==> src/rtl/jt51_regwr_pkg.sv <==
// Shared types for the jt51 register-write initiator: FSM states, status bit index, command pair.
package jt51_regwr_pkg;

  typedef enum logic [2:0] {
    ST_IDLE,
    ST_ADDR_WR,
    ST_GAP,
    ST_DATA_WR,
    ST_SETTLE,
    ST_POLL
  } state_t;

  localparam int STATUS_BUSY = 7;

  typedef struct packed {
    logic [7:0] addr;
    logic [7:0] data;
  } pair_t;

endpackage

==> src/rtl/jt51_regwr_if.sv <==
// Command queue handshake plus the jt51 CPU bus; slave is the writer's view, master the host/chip side.
interface jt51_regwr_if;
  logic       cmd_valid;
  logic       cmd_ready;
  logic [7:0] cmd_addr;
  logic [7:0] cmd_data;
  logic       cs_n;
  logic       wr_n;
  logic       a0;
  logic [7:0] dout;
  logic [7:0] din;

  modport master (
    output cmd_valid, cmd_addr, cmd_data, din,
    input  cmd_ready, cs_n, wr_n, a0, dout
  );

  modport slave (
    input  cmd_valid, cmd_addr, cmd_data, din,
    output cmd_ready, cs_n, wr_n, a0, dout
  );
endinterface

==> src/rtl/jt51_regwr_fifo.sv <==
// Single-clock FIFO of command pairs; pointers wrap naturally because DEPTH is a power of two.
module jt51_regwr_fifo
  import jt51_regwr_pkg::*;
#(
  parameter int DEPTH = 8
) (
  input  logic                   clk,
  input  logic                   rst,
  input  logic                   i_push,
  input  logic                   i_pop,
  input  pair_t                  i_wdat,
  output pair_t                  o_rdat,
  output logic                   o_full,
  output logic                   o_empty,
  output logic [$clog2(DEPTH):0] o_level
);
  localparam int AW = $clog2(DEPTH);
  localparam logic [AW:0] FULL_CNT = (AW+1)'(DEPTH);

  pair_t         r_mem [DEPTH];
  logic [AW-1:0] r_wptr;
  logic [AW-1:0] r_rptr;
  logic [AW:0]   r_cnt;
  logic          w_wr;
  logic          w_rd;

  assign o_full  = (r_cnt == FULL_CNT);
  assign o_empty = (r_cnt == '0);
  assign o_level = r_cnt;
  assign o_rdat  = r_mem[r_rptr];
  assign w_wr    = i_push & ~o_full;
  assign w_rd    = i_pop & ~o_empty;

  always_ff @(posedge clk) begin
    if (w_wr) r_mem[r_wptr] <= i_wdat;
  end

  always_ff @(posedge clk) begin
    if (rst) begin
      r_wptr <= '0;
      r_rptr <= '0;
      r_cnt  <= '0;
    end else begin
      if (w_wr) r_wptr <= r_wptr + AW'(1);
      if (w_rd) r_rptr <= r_rptr + AW'(1);
      r_cnt <= r_cnt + (AW+1)'(w_wr) - (AW+1)'(w_rd);
    end
  end
endmodule

==> src/rtl/jt51_regwr.sv <==
// Replays queued (addr,data) pairs on the jt51 CPU bus and polls busy after each data write.
// Optional macro JT51_REGWR_TIMEOUT_EN bounds the busy poll and adds the sticky timeout_err flag.
module jt51_regwr
  import jt51_regwr_pkg::*;
#(
  parameter int DEPTH        = 8,
  parameter int WR_CYCLES    = 2,
  parameter int SETTLE       = 4,
  parameter int BUSY_TIMEOUT = 1023
) (
  input  logic                   clk,
  input  logic                   rst,
  jt51_regwr_if.slave            bus,
  output logic                   idle,
  output logic [$clog2(DEPTH):0] level,
  output logic                   timeout_err,
  input  logic                   err_clr
);
  localparam int LW     = $clog2(DEPTH) + 1;
  localparam int PH_MAX = (WR_CYCLES > SETTLE) ? WR_CYCLES : SETTLE;
  localparam int PW     = $clog2(PH_MAX + 1);

  state_t        r_state, w_state_nxt;
  logic [PW-1:0] r_phase;
  pair_t         w_cmd, w_head, w_cur, r_pair;
  logic          w_full, w_empty, w_push, w_pop, w_to_hit;
  logic [LW-1:0] w_level, w_level_nxt;
  logic          r_rdy, r_idle, r_cs_n, r_wr_n, r_a0;
  logic [7:0]    r_dout;
  logic          w_cs_n, w_wr_n, w_a0;
  logic [7:0]    w_dout;
  logic          w_unused_din;

  assign w_cmd.addr   = bus.cmd_addr;
  assign w_cmd.data   = bus.cmd_data;
  assign w_push       = bus.cmd_valid & r_rdy & ~w_full;
  assign w_pop        = (r_state == ST_IDLE) & ~w_empty;
  assign w_level_nxt  = w_level + LW'(w_push) - LW'(w_pop);
  assign w_cur        = w_pop ? w_head : r_pair;
  assign w_unused_din = &{1'b0, bus.din[6:0]};

  jt51_regwr_fifo #(.DEPTH(DEPTH)) u_fifo (
    .clk     (clk),
    .rst     (rst),
    .i_push  (w_push),
    .i_pop   (w_pop),
    .i_wdat  (w_cmd),
    .o_rdat  (w_head),
    .o_full  (w_full),
    .o_empty (w_empty),
    .o_level (w_level)
  );

  always_comb begin
    w_state_nxt = r_state;
    case (r_state)
      ST_IDLE:    if (!w_empty) w_state_nxt = ST_ADDR_WR;
      ST_ADDR_WR: if (r_phase == PW'(WR_CYCLES - 1)) w_state_nxt = ST_GAP;
      ST_GAP:     w_state_nxt = ST_DATA_WR;
      ST_DATA_WR: if (r_phase == PW'(WR_CYCLES - 1)) w_state_nxt = ST_SETTLE;
      ST_SETTLE:  if (r_phase == PW'(SETTLE - 1)) w_state_nxt = ST_POLL;
      ST_POLL:    if (!bus.din[STATUS_BUSY] || w_to_hit) w_state_nxt = ST_IDLE;
      default:    w_state_nxt = ST_IDLE;
    endcase
  end

  // Bus values are derived from the next state so every pin comes straight off a flop.
  always_comb begin
    w_cs_n = 1'b1;
    w_wr_n = 1'b1;
    w_a0   = r_a0;
    w_dout = r_dout;
    case (w_state_nxt)
      ST_ADDR_WR: begin w_cs_n = 1'b0; w_wr_n = 1'b0; w_a0 = 1'b0; w_dout = w_cur.addr; end
      ST_GAP:     w_a0 = 1'b0;
      ST_DATA_WR: begin w_cs_n = 1'b0; w_wr_n = 1'b0; w_a0 = 1'b1; w_dout = w_cur.data; end
      ST_SETTLE:  w_a0 = 1'b1;
      ST_POLL:    begin w_cs_n = 1'b0; w_a0 = 1'b1; end
      default:    ;
    endcase
  end

  always_ff @(posedge clk) begin
    if (rst) begin
      r_state <= ST_IDLE;
      r_phase <= '0;
      r_pair  <= '0;
      r_rdy   <= 1'b0;
      r_idle  <= 1'b0;
      r_cs_n  <= 1'b1;
      r_wr_n  <= 1'b1;
      r_a0    <= 1'b0;
      r_dout  <= '0;
    end else begin
      r_state <= w_state_nxt;
      r_phase <= (w_state_nxt != r_state) ? '0 : r_phase + PW'(1);
      if (w_pop) r_pair <= w_head;
      r_rdy   <= (w_level_nxt != LW'(DEPTH));
      r_idle  <= (w_state_nxt == ST_IDLE) && (w_level_nxt == '0);
      r_cs_n  <= w_cs_n;
      r_wr_n  <= w_wr_n;
      r_a0    <= w_a0;
      r_dout  <= w_dout;
    end
  end

`ifdef JT51_REGWR_TIMEOUT_EN
  localparam int TW = $clog2(BUSY_TIMEOUT + 1);
  logic [TW-1:0] r_poll;
  logic          r_terr;

  assign w_to_hit = (r_state == ST_POLL) & bus.din[STATUS_BUSY] & (r_poll == TW'(BUSY_TIMEOUT - 1));

  always_ff @(posedge clk) begin
    if (rst) begin
      r_poll <= '0;
      r_terr <= 1'b0;
    end else begin
      r_poll <= (r_state == ST_POLL && w_state_nxt == ST_POLL) ? r_poll + TW'(1) : '0;
      if (w_to_hit)     r_terr <= 1'b1;
      else if (err_clr) r_terr <= 1'b0;
    end
  end
  assign timeout_err = r_terr;
`else
  localparam int unused_busy_timeout = BUSY_TIMEOUT;
  logic w_unused_clr;
  assign w_unused_clr = &{1'b0, err_clr};
  assign w_to_hit     = 1'b0;
  assign timeout_err  = 1'b0;
`endif

  assign bus.cmd_ready = r_rdy;
  assign bus.cs_n      = r_cs_n;
  assign bus.wr_n      = r_wr_n;
  assign bus.a0        = r_a0;
  assign bus.dout      = r_dout;
  assign idle          = r_idle;
  assign level         = w_level;
endmodule
==> src/flat_wrapper.sv <==
// flat-port wrapper written by rule: the top's interface ports become plain ports
module jt51_regwr_flat import jt51_regwr_pkg::*;
#(
  parameter int DEPTH        = 8,
  parameter int WR_CYCLES    = 2,
  parameter int SETTLE       = 4,
  parameter int BUSY_TIMEOUT = 1023
)
  (clk, rst, idle, level, timeout_err, err_clr, bus_cmd_valid, bus_cmd_addr, bus_cmd_data, bus_din, bus_cmd_ready, bus_cs_n, bus_wr_n, bus_a0, bus_dout);
  jt51_regwr_if bus_i ();
  input  logic clk;
  input  logic rst;
  output logic idle;
  output logic [$clog2(DEPTH):0] level;
  output logic timeout_err;
  input  logic err_clr;
  input wire logic [$bits(bus_i.cmd_valid)-1:0] bus_cmd_valid;
  input wire logic [$bits(bus_i.cmd_addr)-1:0] bus_cmd_addr;
  input wire logic [$bits(bus_i.cmd_data)-1:0] bus_cmd_data;
  input wire logic [$bits(bus_i.din)-1:0] bus_din;
  output wire logic [$bits(bus_i.cmd_ready)-1:0] bus_cmd_ready;
  output wire logic [$bits(bus_i.cs_n)-1:0] bus_cs_n;
  output wire logic [$bits(bus_i.wr_n)-1:0] bus_wr_n;
  output wire logic [$bits(bus_i.a0)-1:0] bus_a0;
  output wire logic [$bits(bus_i.dout)-1:0] bus_dout;
  assign bus_i.cmd_valid = bus_cmd_valid;
  assign bus_i.cmd_addr = bus_cmd_addr;
  assign bus_i.cmd_data = bus_cmd_data;
  assign bus_i.din = bus_din;
  assign bus_cmd_ready = bus_i.cmd_ready;
  assign bus_cs_n = bus_i.cs_n;
  assign bus_wr_n = bus_i.wr_n;
  assign bus_a0 = bus_i.a0;
  assign bus_dout = bus_i.dout;
  jt51_regwr #(.DEPTH(DEPTH), .WR_CYCLES(WR_CYCLES), .SETTLE(SETTLE), .BUSY_TIMEOUT(BUSY_TIMEOUT)) u_core (.clk(clk), .rst(rst), .bus(bus_i), .idle(idle), .level(level), .timeout_err(timeout_err), .err_clr(err_clr));
endmodule
==> config.mk <==
export PLATFORM = sky130hd
export DESIGN_NAME = jt51_regwr_flat
export DESIGN_NICKNAME = d
export VERILOG_FILES = /design/src/rtl/jt51_regwr_pkg.sv /design/src/rtl/jt51_regwr_if.sv /design/src/rtl/jt51_regwr_fifo.sv /design/src/rtl/jt51_regwr.sv /design/src/flat_wrapper.sv
export SDC_FILE = /design/constraint.sdc
export NUM_CORES = 1
export LEC_CHECK = 0
export CAP_MARGIN = 10
export CORE_UTILIZATION = 30
export DETAILED_ROUTE_END_ITERATION = 16
export GPL_TIMING_DRIVEN = 0
export PLACE_DENSITY = 0.57
export SYNTH_ARGS = -nofsm -noshare
export SYNTH_HDL_FRONTEND = slang
export SYNTH_SLANG_ARGS = --single-unit
==> constraint.sdc <==
create_clock -name clk -period 3.4 [get_ports clk]
set_input_delay 0.68 -clock clk [delete_from_list [all_inputs] [get_ports clk]]
set_output_delay 0.68 -clock clk [all_outputs]
set_load 0.01 [all_outputs]
[Yosys cells after proc, flatten, opt, wreduce, memory -nomap -nowiden]
Memory sizes are Yosys's and may differ from the RTL's. A register that Yosys moved wholly into a read port is not among the register bits.
Cells that the tools add are included.
Word-level totals
  flip-flop bits (word level): 45
  RAM bits: 128
  output and inout port bits: 18
  logic and storage cells: 70
  memories: 1
Memories
  u_core.u_fifo.r_mem: words 8, width 16, rd ports 1, clocked after Yosys merged registers in 1, wr ports 1, line jt51_regwr_fifo.sv:20  | pair_t r_mem [DEPTH];
Operators by class
  add/subtract/negate cells: 7
  equal/unequal tests: 15
  muxes and demuxes: 15
  bitwise gates (word level): 7
  reduce and logical (&&, ||, !) cells: 12
Operators by type and width (number)
  3-bit two-way mux: 7
  3-bit one-hot mux with 6 select lines: 1
  16-bit two-way mux: 1
  8-bit one-hot mux with 2 select lines: 1
  3-bit by 2-bit == test with 1-bit output (second input constant): 5
  3-bit == test (second input constant): 4
  3-bit by 1-bit adder with 3-bit output (second input constant): 3
  3-bit by 1-bit == test with 1-bit output (second input constant): 3
  4-bit by 1-bit adder with 4-bit output: 2
  4-bit logical NOT: 2
  4-bit by 1-bit subtractor with 4-bit output: 2
  3-bit logical NOT: 2
  2-bit OR reduction: 3
  3-bit OR reduction: 2
  1-bit AND: 5
  4-bit == test (second input constant): 1
  1-bit two-way mux: 4
  4-bit inequality test (second input constant): 1
  2-bit nonzero test: 2
  3-bit inequality test: 1
  1-bit inverter: 2
  1-bit one-hot mux with 2 select lines: 1
  1-bit logical AND: 1

[Longest topological paths before layout]
  word-level depth: 7
  gate-level depth with buffers: 15

[Hierarchy]
Synthesis repeated with hierarchy kept, for this count alone.
Second synthesis, totals
  cell total of the unflattened synthesis: 448
  area total of the unflattened synthesis: 7244.4 um^2
Modules (own cells, without submodules)
  jt51_regwr_fifo: times used 1, cells each 266, area an instance 5622.9 um^2, sequential area each 4103.9 um^2
  jt51_regwr: times used 1, cells each 182, area an instance 1621.6 um^2, sequential area each 700.7 um^2

[Worst setup path after synthesis]
OpenSTA, ideal clock, no wires.
  path type: input to register
  start point: input port bus_cmd_valid
  end point: memory u_core.u_fifo.r_mem[2][0] in the netlist's numbering, enable pin
  library setup time: 0.436 ns
  arrival time: 2.731 ns
  data required time: 2.964 ns
  path slack: 0.233 ns
  cell stages on the path: 3
  path buffers: 0
  cells stage by stage: nand2_1 -> a21o_1 -> nor4b_1
On the way
  longest elaborated chain between the ends: 5
RTL lines
  from (decl): line flat_wrapper.sv:17  | input wire logic [$bits(bus_i.cmd_valid)-1:0] bus_cmd_valid;
  1-bit AND (2 in a row): line jt51_regwr.sv:36  | assign w_push = bus.cmd_valid & r_rdy & ~w_full;
  1-bit AND: line jt51_regwr_fifo.sv:31  | assign w_wr = i_push & ~o_full;
  1-bit two-way mux: line jt51_regwr_fifo.sv:35  | if (w_wr) r_mem[r_wptr] <= i_wdat;
  1-bit two-way mux (implied by the code): line jt51_regwr_fifo.sv:35
  to (decl): line jt51_regwr_fifo.sv:20
Every way passes these cells.

[Final worst setup path]
  start point: register u_core.u_fifo.r_cnt[2], in the netlist u_core.u_fifo.o_level[2]
  end point: register u_core.r_idle, in the netlist u_core.idle
On the way
  longest elaborated chain between the ends: 7
  elaborated cells on any way between the ends: 13
  classes of those cells: 2 x add/sub; 1 x eq/ne; 2 x mux; 4 x bitwise; 4 x reduce/logical
RTL lines
  from (decl): line jt51_regwr_fifo.sv:23  | logic [AW:0] r_cnt;
  from (signal assigned): line jt51_regwr_fifo.sv:46  | r_cnt <= r_cnt + (AW+1)'(w_wr) - (AW+1)'(w_rd);
  4-bit == test: line jt51_regwr_fifo.sv:27  | assign o_full = (r_cnt == FULL_CNT);
  1-bit inverter: line jt51_regwr.sv:36
  1-bit AND: line jt51_regwr.sv:36
  4-bit by 1-bit adder with 4-bit output: line jt51_regwr.sv:38  | assign w_level_nxt = w_level + LW'(w_push) - LW'(w_pop);
  4-bit by 1-bit subtractor with 4-bit output: line jt51_regwr.sv:38
  4-bit logical NOT: line jt51_regwr.sv:99  | r_idle <= (w_state_nxt == ST_IDLE) && (w_level_nxt == '0);
  1-bit logical AND *: line jt51_regwr.sv:99
  to (signal assigned): line jt51_regwr.sv:99
  to (decl): line jt51_regwr.sv:28  | logic r_rdy, r_idle, r_cs_n, r_wr_n, r_a0;
Mark *: on every way between the ends. The rest lies on a longest branch, timed or not.
A chain may end at the register's enable or synchronous reset.

==> flow_summary.toml <==
[placement]
hpwlAfterDp_microns = 10620
port_buffers = 35
gp_congestion = 0.7986
dp_slack_ns = 0.1537

[sta]
rsz0062_at_grt = "no"
fin_setup_tns_ns = 0
tightest_slew_ns = 0.9299
setup_viol = 0
setup_ws_ns = 0.3018
hold_viol = 0
finalCritPeriodShare_pct = 91.12
fmax_mhz = 322.8
slew_violations = 0
period_minus_slack_ns = 3.098
fin_skew_ns = 0.009375
slew_headroom_pct = 37.67

[die]
core-area_sq_um = 23400
dieArea_sq_um = 24380
die_h_microns = 156.1
ioPinCount = 46
rows = 56
dieWidth_microns = 156.1
start_util_pct = 30.45

[clock_tree]
clock_latency_ns = 0.42
clock_path_buffers = 2
clk_pin_slew_worst_paths_ns = 0.07
cts_buffers = 17
clockRootBuffer = "clkbuf_16"
htreeDepth = 4
clkSinkCount = 176
cts_tree = "done"

[routing]
drtIter0Drc = 117
wl_microns = 14950
antenna_left = 0
viasPerCell = 4.554
drc = 0
num_vias = 3962
wl_per_cell_microns = 17.19
drt_first_pass_iters = 4

[synthesis]
synth_top_area_share_pct = 53.93
post_synth_num_cell_types = 59
synth_area_sq_um = 7127
synth_seq_area_share_pct = 67.42
async_flop_share_pct = 0
ys_ff_latch = 176
synth.avg_cell_area_sq_um = 15.07
yosys.area.top_type = "edfxtp_1"
synth_nets = 517
yosys_warnings = 0
synth.top_cells.by_area = "edfxtp_1, dfxtp_1, mux2i_1, mux4_2, ha_1"
synthCells = 473
synth_edf_count = 128
ys.flop_type = "edfxtp_1"

[critical_path]
worst_ep_required_time_ns = 3.76
critical_path_arrival_ns = 3.46
cp_max_fo = 10
critPathMostFrequentCell = "inv_1"
worstSetupEndpointType = "register"
cp-start-kind = "register"
critPathSlowestCell = "or3b_4"
crit_chain = "inv_1, ha_1, or3b_4, nand2_4, buf_2, inv_1, ha_1, inv_1, ha_1, inv_1, fa_1, xnor2_1, nor3b_2, and2_0, and4bb_1"
path_class = "register to register"
slowest_delay_ns = 0.43

[pwr]
comb_power_share_pct = 32.7
pwr-share-seq_pct = 39.4
ir_drop_mv = 0.3026
swShare_pct = 32.55
p_clk_share_pct = 27.9
pwr_density_cell_nw_per_um2 = 798.6
p_sw_mw = 2.242
intPower_mw = 4.646
p_leak_nw = 2.944
power.total_mw = 6.888

[global_route]
track_usage_pct = 13.20
grt_first_pass_wirelength_microns = 23430
grt.overflow.total = 0
grt_max_degree = 17
antenna_found_initial = 0
grt_pass1_vias = 4103

[run]
cap_violations = 0

[cells_and_area]
final_layout_size_suffix_gt1_share_pct = 16.33
fin_util_pct = 36.86
area_growth_pct = 21.03
multi_input_area_sq_um = 2176
regArea_sq_um = 4805
final_common_cell = "edfxtp_1"
fill_cells = 2240
layout_common_cells = "edfxtp_1, mux2i_1, dfxtp_1, clkdlybuf4s50_1, nor2_1"
fin_nets = 582
antenna_cells = 0

[outcome]
status = "finished, final reports clean"

[min_path]
hp-class = "register to register"
==> layout make-up <==
cell class	instances	share of cell area, %
inverter	19	0.8558
timing repair buffer	46	5.454
multi-input combinational	254	25.22
clock buffer	18	4.975
tap	319	4.627
clock inverter	14	1.784
sequential	176	55.70
buffer	24	1.378
==> layer usage <==
layer | wire length, microns | GRT usage, % | share of wire [%] | vias up
li1 | - | - | - | 1922
met1 | 6949 | 17.42 | 46 | 1950
met2 | 7180 | 21.56 | 48 | 79
met3 | 690 | 3.333 | 4.6 | 11
met4 | 130 | 3.361 | 0.87 | 0
met5 | 0 | 0 | 0 | -
==> cells by family after synthesis <==
group,synth area share [%]
flip-flops,67.42
AND/OR/NAND/NOR,7.269
AO/OA/AOI/OAI,8.251
buffers and inverters,2.704
other,0.05262
XOR/XNOR,1.106
multiplexers,10.18
adder cells (fa/ha/maj),3.020
==> path summary, 6_finish.rpt <==
path	slack (ns)	start	end	cells past startpoint
setup / recovery	0.30	u_core.u_fifo.o_level[2]	u_core.idle	15
hold / removal	0.46	u_core.r_pair[14]	u_core.r_pair[14]	2
setup reg to reg	0.30	u_core.u_fifo.o_level[2]	u_core.idle	15
hold reg to reg	0.46	u_core.r_pair[14]	u_core.r_pair[14]	2
==> Yosys cell counts (5+ instances only) <==
library cell and instances:
a22o_1 6, clkbuf_1 10, and3_1 6, a22oi_1 20, dfxtp_1 48, inv_1 17
nand3_1 10, xor2_1 5, ha_1 14, buf_2 11, o21ai_0 6, a211oi_1 5
a21oi_1 13, mux2i_1 50, mux4_2 10, edfxtp_1 128, nor2_1 27, a31oi_1 6
nand2_1 15
==> flip-flops by register name, summed over array words and instances, names as in the netlist, named ones only <==
register	count
u_core.bus.a0	1
u_core.bus.cmd_ready	1
u_core.bus.cs_n	1
u_core.bus.dout	8
u_core.bus.wr_n	1
u_core.idle	1
u_core.r_pair	16
u_core.r_phase	3
u_core.r_state	3
u_core.u_fifo.o_level	4
u_core.u_fifo.r_mem	128
u_core.u_fifo.r_rptr	3
u_core.u_fifo.r_wptr	3
==> worst max-delay path: cells and delay by family, from the launching register on <==
family,cells,cell delay (ns)
xor+xnor,1,0.15
fa+ha+maj,4,0.97
buf+inv,5,0.51
flops,1,0.31
simple gates,5,1.09
==> power groups by stage <==
stage          logic (mW)  clock network [mW]  registers (mW)
2_1_floorplan        1.54                   0            2.76
3_3_place_gp         2.19                   0            2.76
3_5_place_dp         2.26                   0            2.77
4_1_cts              2.26                1.96            2.72
5_1_grt              2.48                2.05            2.75
6_report             2.25                1.92            2.71
==> per-stage QoR <==
step	std cells	cell area, sq um	hold WS (ns)
after floorplan	473	7127	0.4215
after global placement	827	7876	0.4342
after detailed placement	838	8038	0.4546
after CTS	870	8621	0.4640
final	870	8626	0.4597
after global routing	870	8626	0.4898
==> what timing repair did <==
| action | in CTS | in global routing |
|---|---|---|
| hold buffers | 0 | 0 |
| gates resized for setup | 0 | 1 |
| buffers inserted | 0 | 0 |
| setup endpoints to repair | 0 | 1 |
| hold endpoints to repair | 0 | 0 |
Note: power is estimated with default switching activity, not from simulation.
